--- config.mk ---
export PLATFORM = sky130hd
export DESIGN_NAME = uart_tx_datapath
export DESIGN_NICKNAME = d
export VERILOG_FILES = /design/src/rtl/uart_tx_datapath.sv
export SDC_FILE = /design/constraint.sdc
export NUM_CORES = 1
export LEC_CHECK = 0
export ABC_AREA = 1
export BUFFER_PORTS_ARGS = -buffer_cell sky130_fd_sc_hd__buf_4
export CAP_MARGIN = 20
export CORE_MARGIN = 1.5
export CORE_UTILIZATION = 50
export DETAILED_ROUTE_END_ITERATION = 16
export GPL_TIMING_DRIVEN = 0
export HOLD_SLACK_MARGIN = 0.1
export PLACE_DENSITY = 0.81
export SLEW_MARGIN = 20
export SYNTH_ARGS = -nofsm -noshare
export SYNTH_HDL_FRONTEND = slang
export SYNTH_SLANG_ARGS = --single-unit
--- constraint.sdc ---
create_clock -name clk -period 1.23 [get_ports clk]
set_clock_uncertainty 0.1 [all_clocks]
set_input_delay 0.246 -clock clk [delete_from_list [all_inputs] [get_ports clk]]
set_output_delay 0.246 -clock clk [all_outputs]
set_load 0.1 [all_outputs]
--- src/rtl/uart_tx_datapath.sv ---
// UART transmitter datapath: frame shift register, baud-tick counter and bit counter.
// Optional parity bit is enabled by defining UART_TX_PARITY_EN.
module uart_tx_datapath #(
    parameter int unsigned DATA_BITS  = 8,
    parameter int unsigned BAUD_DIV   = 868,
    parameter int unsigned PARITY_ODD = 0
) (
    input  logic                 clk,
    input  logic                 reset,
    input  logic [DATA_BITS-1:0] dataIn,
    input  logic                 load,
    input  logic                 shift,
    input  logic                 incNumBits,
    input  logic                 resetBaudTickCounter,
    output logic                 baudTickCounterDone,
    output logic                 bitCounterDone,
    output logic                 tx
);

`ifdef UART_TX_PARITY_EN
    localparam int unsigned PAR_W = 1;
`else
    localparam int unsigned PAR_W = 0;
`endif
    localparam int unsigned FRAME_W = DATA_BITS + 2 + PAR_W;
    localparam int unsigned BCW     = $clog2(BAUD_DIV);
    localparam int unsigned NBW     = $clog2(FRAME_W);

    localparam logic [BCW-1:0] BAUD_LAST = BCW'(BAUD_DIV - 1);
    localparam logic [NBW-1:0] BIT_LAST  = NBW'(FRAME_W - 1);

    // Reject parameter sets the frame format cannot represent.
    if (DATA_BITS < 5 || DATA_BITS > 9 || BAUD_DIV < 2 || PARITY_ODD > 1) begin : g_param_check
        $fatal(1, "uart_tx_datapath: illegal parameter set");
    end

    logic [FRAME_W-1:0] frame_q, frame_d;
    logic [BCW-1:0]     baud_cnt_q, baud_cnt_d;
    logic [NBW-1:0]     bit_cnt_q, bit_cnt_d;
    logic [FRAME_W-1:0] frame_load;

`ifdef UART_TX_PARITY_EN
    logic parity_bit;

    assign parity_bit = (^dataIn) ^ (PARITY_ODD != 0);
    assign frame_load = {1'b1, parity_bit, dataIn, 1'b0};
`else
    assign frame_load = {1'b1, dataIn, 1'b0};
`endif

    // Next-state for frame register and both counters; load dominates.
    always_comb begin
        frame_d    = frame_q;
        baud_cnt_d = baud_cnt_q + BCW'(1);
        bit_cnt_d  = bit_cnt_q;

        if (load) begin
            frame_d = frame_load;
        end else if (shift) begin
            frame_d = {1'b1, frame_q[FRAME_W-1:1]};
        end

        if (load || resetBaudTickCounter || (baud_cnt_q == BAUD_LAST)) begin
            baud_cnt_d = '0;
        end

        if (load) begin
            bit_cnt_d = '0;
        end else if (incNumBits && (bit_cnt_q != BIT_LAST)) begin
            bit_cnt_d = bit_cnt_q + NBW'(1);
        end
    end

    always_ff @(posedge clk or posedge reset) begin
        if (reset) begin
            frame_q    <= '1;
            baud_cnt_q <= '0;
            bit_cnt_q  <= '0;
        end else begin
            frame_q    <= frame_d;
            baud_cnt_q <= baud_cnt_d;
            bit_cnt_q  <= bit_cnt_d;
        end
    end

    assign tx                  = frame_q[0];
    assign baudTickCounterDone = (baud_cnt_q == BAUD_LAST);
    assign bitCounterDone      = baudTickCounterDone && (bit_cnt_q == BIT_LAST);

endmodule

# --- Word level (Yosys, flattened, before mapping) ---
# Cells that the tools add are included.
op_classes:
  n_addsub: 2
  n_eq_ne: 3
  muxes: 5
  n_reduce_logical: 6
op_table:
  columns: ["operator", "n"]
  rows:
  - ["two-way mux 10 bit", 3]
  - ["adder 10 x 1 -> 10 bit, second input constant", 1]
  - ["equality test 10 bit, second input constant", 1]
  - ["two-way mux 4 bit", 2]
  - ["adder 4 x 1 -> 4 bit, second input constant", 1]
  - ["equality test 4 bit, second input constant", 1]
  - ["!= test 4 bit, second input constant", 1]
  - ["nonzero test 2 bit", 2]
  - ["logical AND 1 bit", 2]
  - ["logical OR 1 bit", 2]
totals:
  ff_bits: 24
  word_cells: 19

# --- Logic depth before layout (Yosys ltp) ---
logic_depth:
  ltp_word: 4
  depth_mapped: 8
  depth_no_buf: 8

# --- Worst setup path before layout ---
# No wires, ideal clock.
synth_timing:
  kind: "register -> output"
  from: "register baud_cnt_q[0]"
  to: "output bitCounterDone"
  arrival_ns: 2.121
  t_required_ns: 0.884
  setup_slack_ns: -1.237
  path_stages_with_launch: 6
  cell_sequence: "dfrtp_1 -> ha_1 -> inv_1 -> nor2_1 -> nand4_1 -> nor2_1"
synth_via:
  elab_chain_len: 2
synth_rtl:
  columns: ["element", "line_no", "text"]
  rows:
  - ["start: declaration", "38", "logic [BCW-1:0] baud_cnt_q, baud_cnt_d;"]
  - ["start signal: assignment", "81", "baud_cnt_q <= baud_cnt_d;"]
  - ["equality test 10 bit", "87", "assign baudTickCounterDone = (baud_cnt_q == BAUD_LAST);"]
  - ["logical AND 1 bit", "88", "assign bitCounterDone = baudTickCounterDone && (bit_cnt_q == BIT_LAST);"]
  - ["end: declaration", "16", "output logic bitCounterDone,"]
# Every way passes these cells.

# --- Final worst setup path ---
layout_timing:
  from: "register baud_cnt_q[1]"
  to: "output bitCounterDone"
# Same word-level chain as after synthesis.

==> results.json <==
{
  "yosys_warnings": 0,
  "fin_nets": 208,
  "numCtsBuffers": 3,
  "clock_power_share": 0.237,
  "slowest_stage": "dfrtp_1",
  "ant_nets": 0,
  "antennaDiodeCount": 0,
  "synth_top_area_frac": 0.297,
  "switching_share": 0.268,
  "dieArea_mm2": 0.00266,
  "status": "finished, violations left",
  "required_ps": 880,
  "grt_pass1_wl_um": 4540,
  "clock_sinks": 23,
  "final_cell_count_no_fill": 218,
  "grt_antenna_before_repair": 0,
  "drtIter0Drc": 10,
  "clkLatencyLatePin_ps": 310,
  "syn_area_per_cell_um2": 7.93,
  "synthArstFlopShare": 1.00,
  "viasPerCell": 5.10,
  "fmax_mhz": 543,
  "cts.hold.buffers_added": 8,
  "grt_pass1_vias": 1111,
  "wl_per_cell_um": 12.4,
  "p_seq_frac": 0.582,
  "routed_wl_um": 2710,
  "cts_tree": "built",
  "synth-seq-area-share": 0.497,
  "dp_hpwl_um": 1520,
  "synth-edff-count": 0,
  "drc_errors": 0,
  "grt_setup_unrepaired": "yes",
  "internal-power_mw": 1.07,
  "crit_path_max_fanout": 3,
  "rows": 17,
  "worstSetupPathType": "flip-flop to output pin",
  "max_stage_delay_ps": 410,
  "finalCritPeriodShare": 1.50,
  "yosys.cell_count.top_type": "nand2_1",
  "grt_overflow": 0,
  "violations": "setup timing",
  "portBuffers": 16,
  "synth.distinct_cells": 21,
  "hold_viol": 0,
  "crit_chain": "ha_4, inv_2, nor2_1, nand4_1, buf_6, nor2_4, buf_12",
  "p_sw_mw": 0.393,
  "power.density_mw_per_mm2": 866,
  "start_util": 0.534,
  "syn_area_mm2": 0.00118,
  "worst_slew_pin_slew_ps": 857,
  "cp.arrival_ps": 1500,
  "area_growth_pct": 43.2,
  "io_pins": 17,
  "ys_seq_elements": 23,
  "vias": 1111,
  "grtUsageTotal": 0.226,
  "leakage_nw": 0.783,
  "layout_min_cycle_time_ps": 1840,
  "synthFlopType": "dfrtp_1",
  "end_kind": "output pin",
  "grt_max_degree": 24,
  "relSlewSlack": 0.428,
  "coreArea_mm2": 0.00221,
  "crit_path_start_kind": "flip-flop",
  "clockRootBuffer": "clkbuf_4",
  "dp_cells": 193,
  "die_h_um": 51.6,
  "reg2reg_setup_slack_ps": -290,
  "r2r-end": "baud_cnt_q[2]$_DFF_PP0_",
  "finalSetupViolCount": 16,
  "hp-class": "input port to async pin",
  "clk_pin_slew_worst_paths_ps": 120,
  "yosys.area.top_type": "dfrtp_1",
  "fp.dieW_um": 51.6,
  "cts_max_level": 1,
  "maxSlewViolCount": 0,
  "clock_path_buffers": 2,
  "setup_slack_ps": -613,
  "drive_gt1_frac": 0.368,
  "p_comb_frac": 0.181,
  "synthTopCellsByCount": "nand2_1, nor2_1, inv_1",
  "r2r_cells": 9,
  "reg2reg_from": "baud_cnt_q[1]$_DFF_PP0_",
  "drt_first_pass_iters": 4,
  "synthTopCellsByArea": "dfrtp_1, dfstp_2, nand2_1, nor2_1, inv_1",
  "ir_drop_uv": 953,
  "syn-instance-count": 149,
  "maxCapViolCount": 0,
  "gp_congestion": 0.762,
  "power_mw": 1.46,
  "syn_nets": 166
}
-- cell usage in the layout, fill, tap and decap left out, types with 3 or more instances in the layout --
cell and n:
nand2_2 3, buf_12 3, nor2_1 11, nand3_1 10, nand4_1 3, inv_1 16, nand3_2 3, buf_4 22
nor2_2 13, dfstp_2 9, nand2_1 46, dfrtp_1 14, clkbuf_4 3, dlygate4sd3_1 8
-- sequential cells by signal, indices dropped and copies added (netlist names) --
name and cells:
frame_q 9, bit_cnt_q 4, baud_cnt_q 10
-- how the worst max path moves through the flow --
stage | from | endpoint | slack, ps
floorplan | baud_cnt_q[0]$_DFF_PP0_ | bitCounterDone | -590
global placement | baud_cnt_q[0]$_DFF_PP0_ | bitCounterDone | -550
detailed placement | baud_cnt_q[0]$_DFF_PP0_ | bitCounterDone | -560
CTS | baud_cnt_q[0]$_DFF_PP0_ | bitCounterDone | -600
global route | baud_cnt_q[1]$_DFF_PP0_ | bitCounterDone | -680
finish | baud_cnt_q[1]$_DFF_PP0_ | bitCounterDone | -610
-- logic make-up (layout without fill, tap and decap cells) --
| logic type | count (synthesis) | count (layout) | synth area share |
|---|---|---|---|
| and+or+nand+nor | 93 | 94 | 0.344 |
| DFF | 23 | 23 | 0.497 |
| adders and majority gates | 3 | 3 | 0.0318 |
| buffers and inverters | 20 | 60 | 0.0646 |
| xor gates and xnor gates | 4 | 4 | 0.0297 |
| AOI/OAI and AO/OA | 6 | 6 | 0.0328 |
-- power by group through the flow --
stage | clock network [mW] | logic, mW | registers [mW]
global route | 0.385 | 0.296 | 0.858
finish | 0.347 | 0.265 | 0.852
global placement | 0 | 0.162 | 0.862
CTS | 0.349 | 0.252 | 0.851
floorplan | 0 | 0.0944 | 0.872
detailed placement | 0 | 0.170 | 0.865
-- area by class of cell --
cell class                      instances  area, um^2
Multi-Input combinational cell        107         619
Timing Repair Buffer                   36         343
Tap cell                               28        35.0
Clock buffer                            3        22.5
Clock inverter                          1        5.00
Buffer                                  1        5.00
Fill cell                             123         520
Sequential cell                        23         587
Inverter                               19        75.1
-- routing by layer --
metal | global-route usage | part of all wire | routed length, um | vias to the layer above
met4 | 0.101 | 0.020 | 55 | 0
met1 | 0.267 | 0.42 | 1150 | 536
li1 | - | - | - | 548
met2 | 0.415 | 0.53 | 1450 | 21
met5 | 0 | 0 | 0 | -
met3 | 0.0201 | 0.020 | 55 | 6
-- critical path, delay by kind of cell (launching register included) --
kind                       cells  cell delay, ps
buffers and inverters          3             360
and+or+nand+nor                3             250
adders and majority gates      1             160
DFF                            1             410
-- stage by stage --
step	hold slack [ps]	instance area [um^2]	worst slack [ps]	TNS, ps	util
after floorplan	141	1190	-593	-2890	-
after global placement	358	1350	-552	-4560	0.610
after detailed placement	369	1350	-559	-4770	0.610
after CTS	27.2	1640	-603	-3030	0.740
after global routing	73.1	1690	-675	-5220	0.765
final	2.68	1690	-613	-4330	0.765
-- what timing repair did --
action                                  4_1_cts  5_1_grt
endpoints found under the setup margin       16       16
endpoints found under the hold margin        22       14
resized for setup                            21       12
pin swaps                                     3        1
gates cloned                                  1        0
buffers inserted                             10        2
Power figures use the tool's default switching activity.
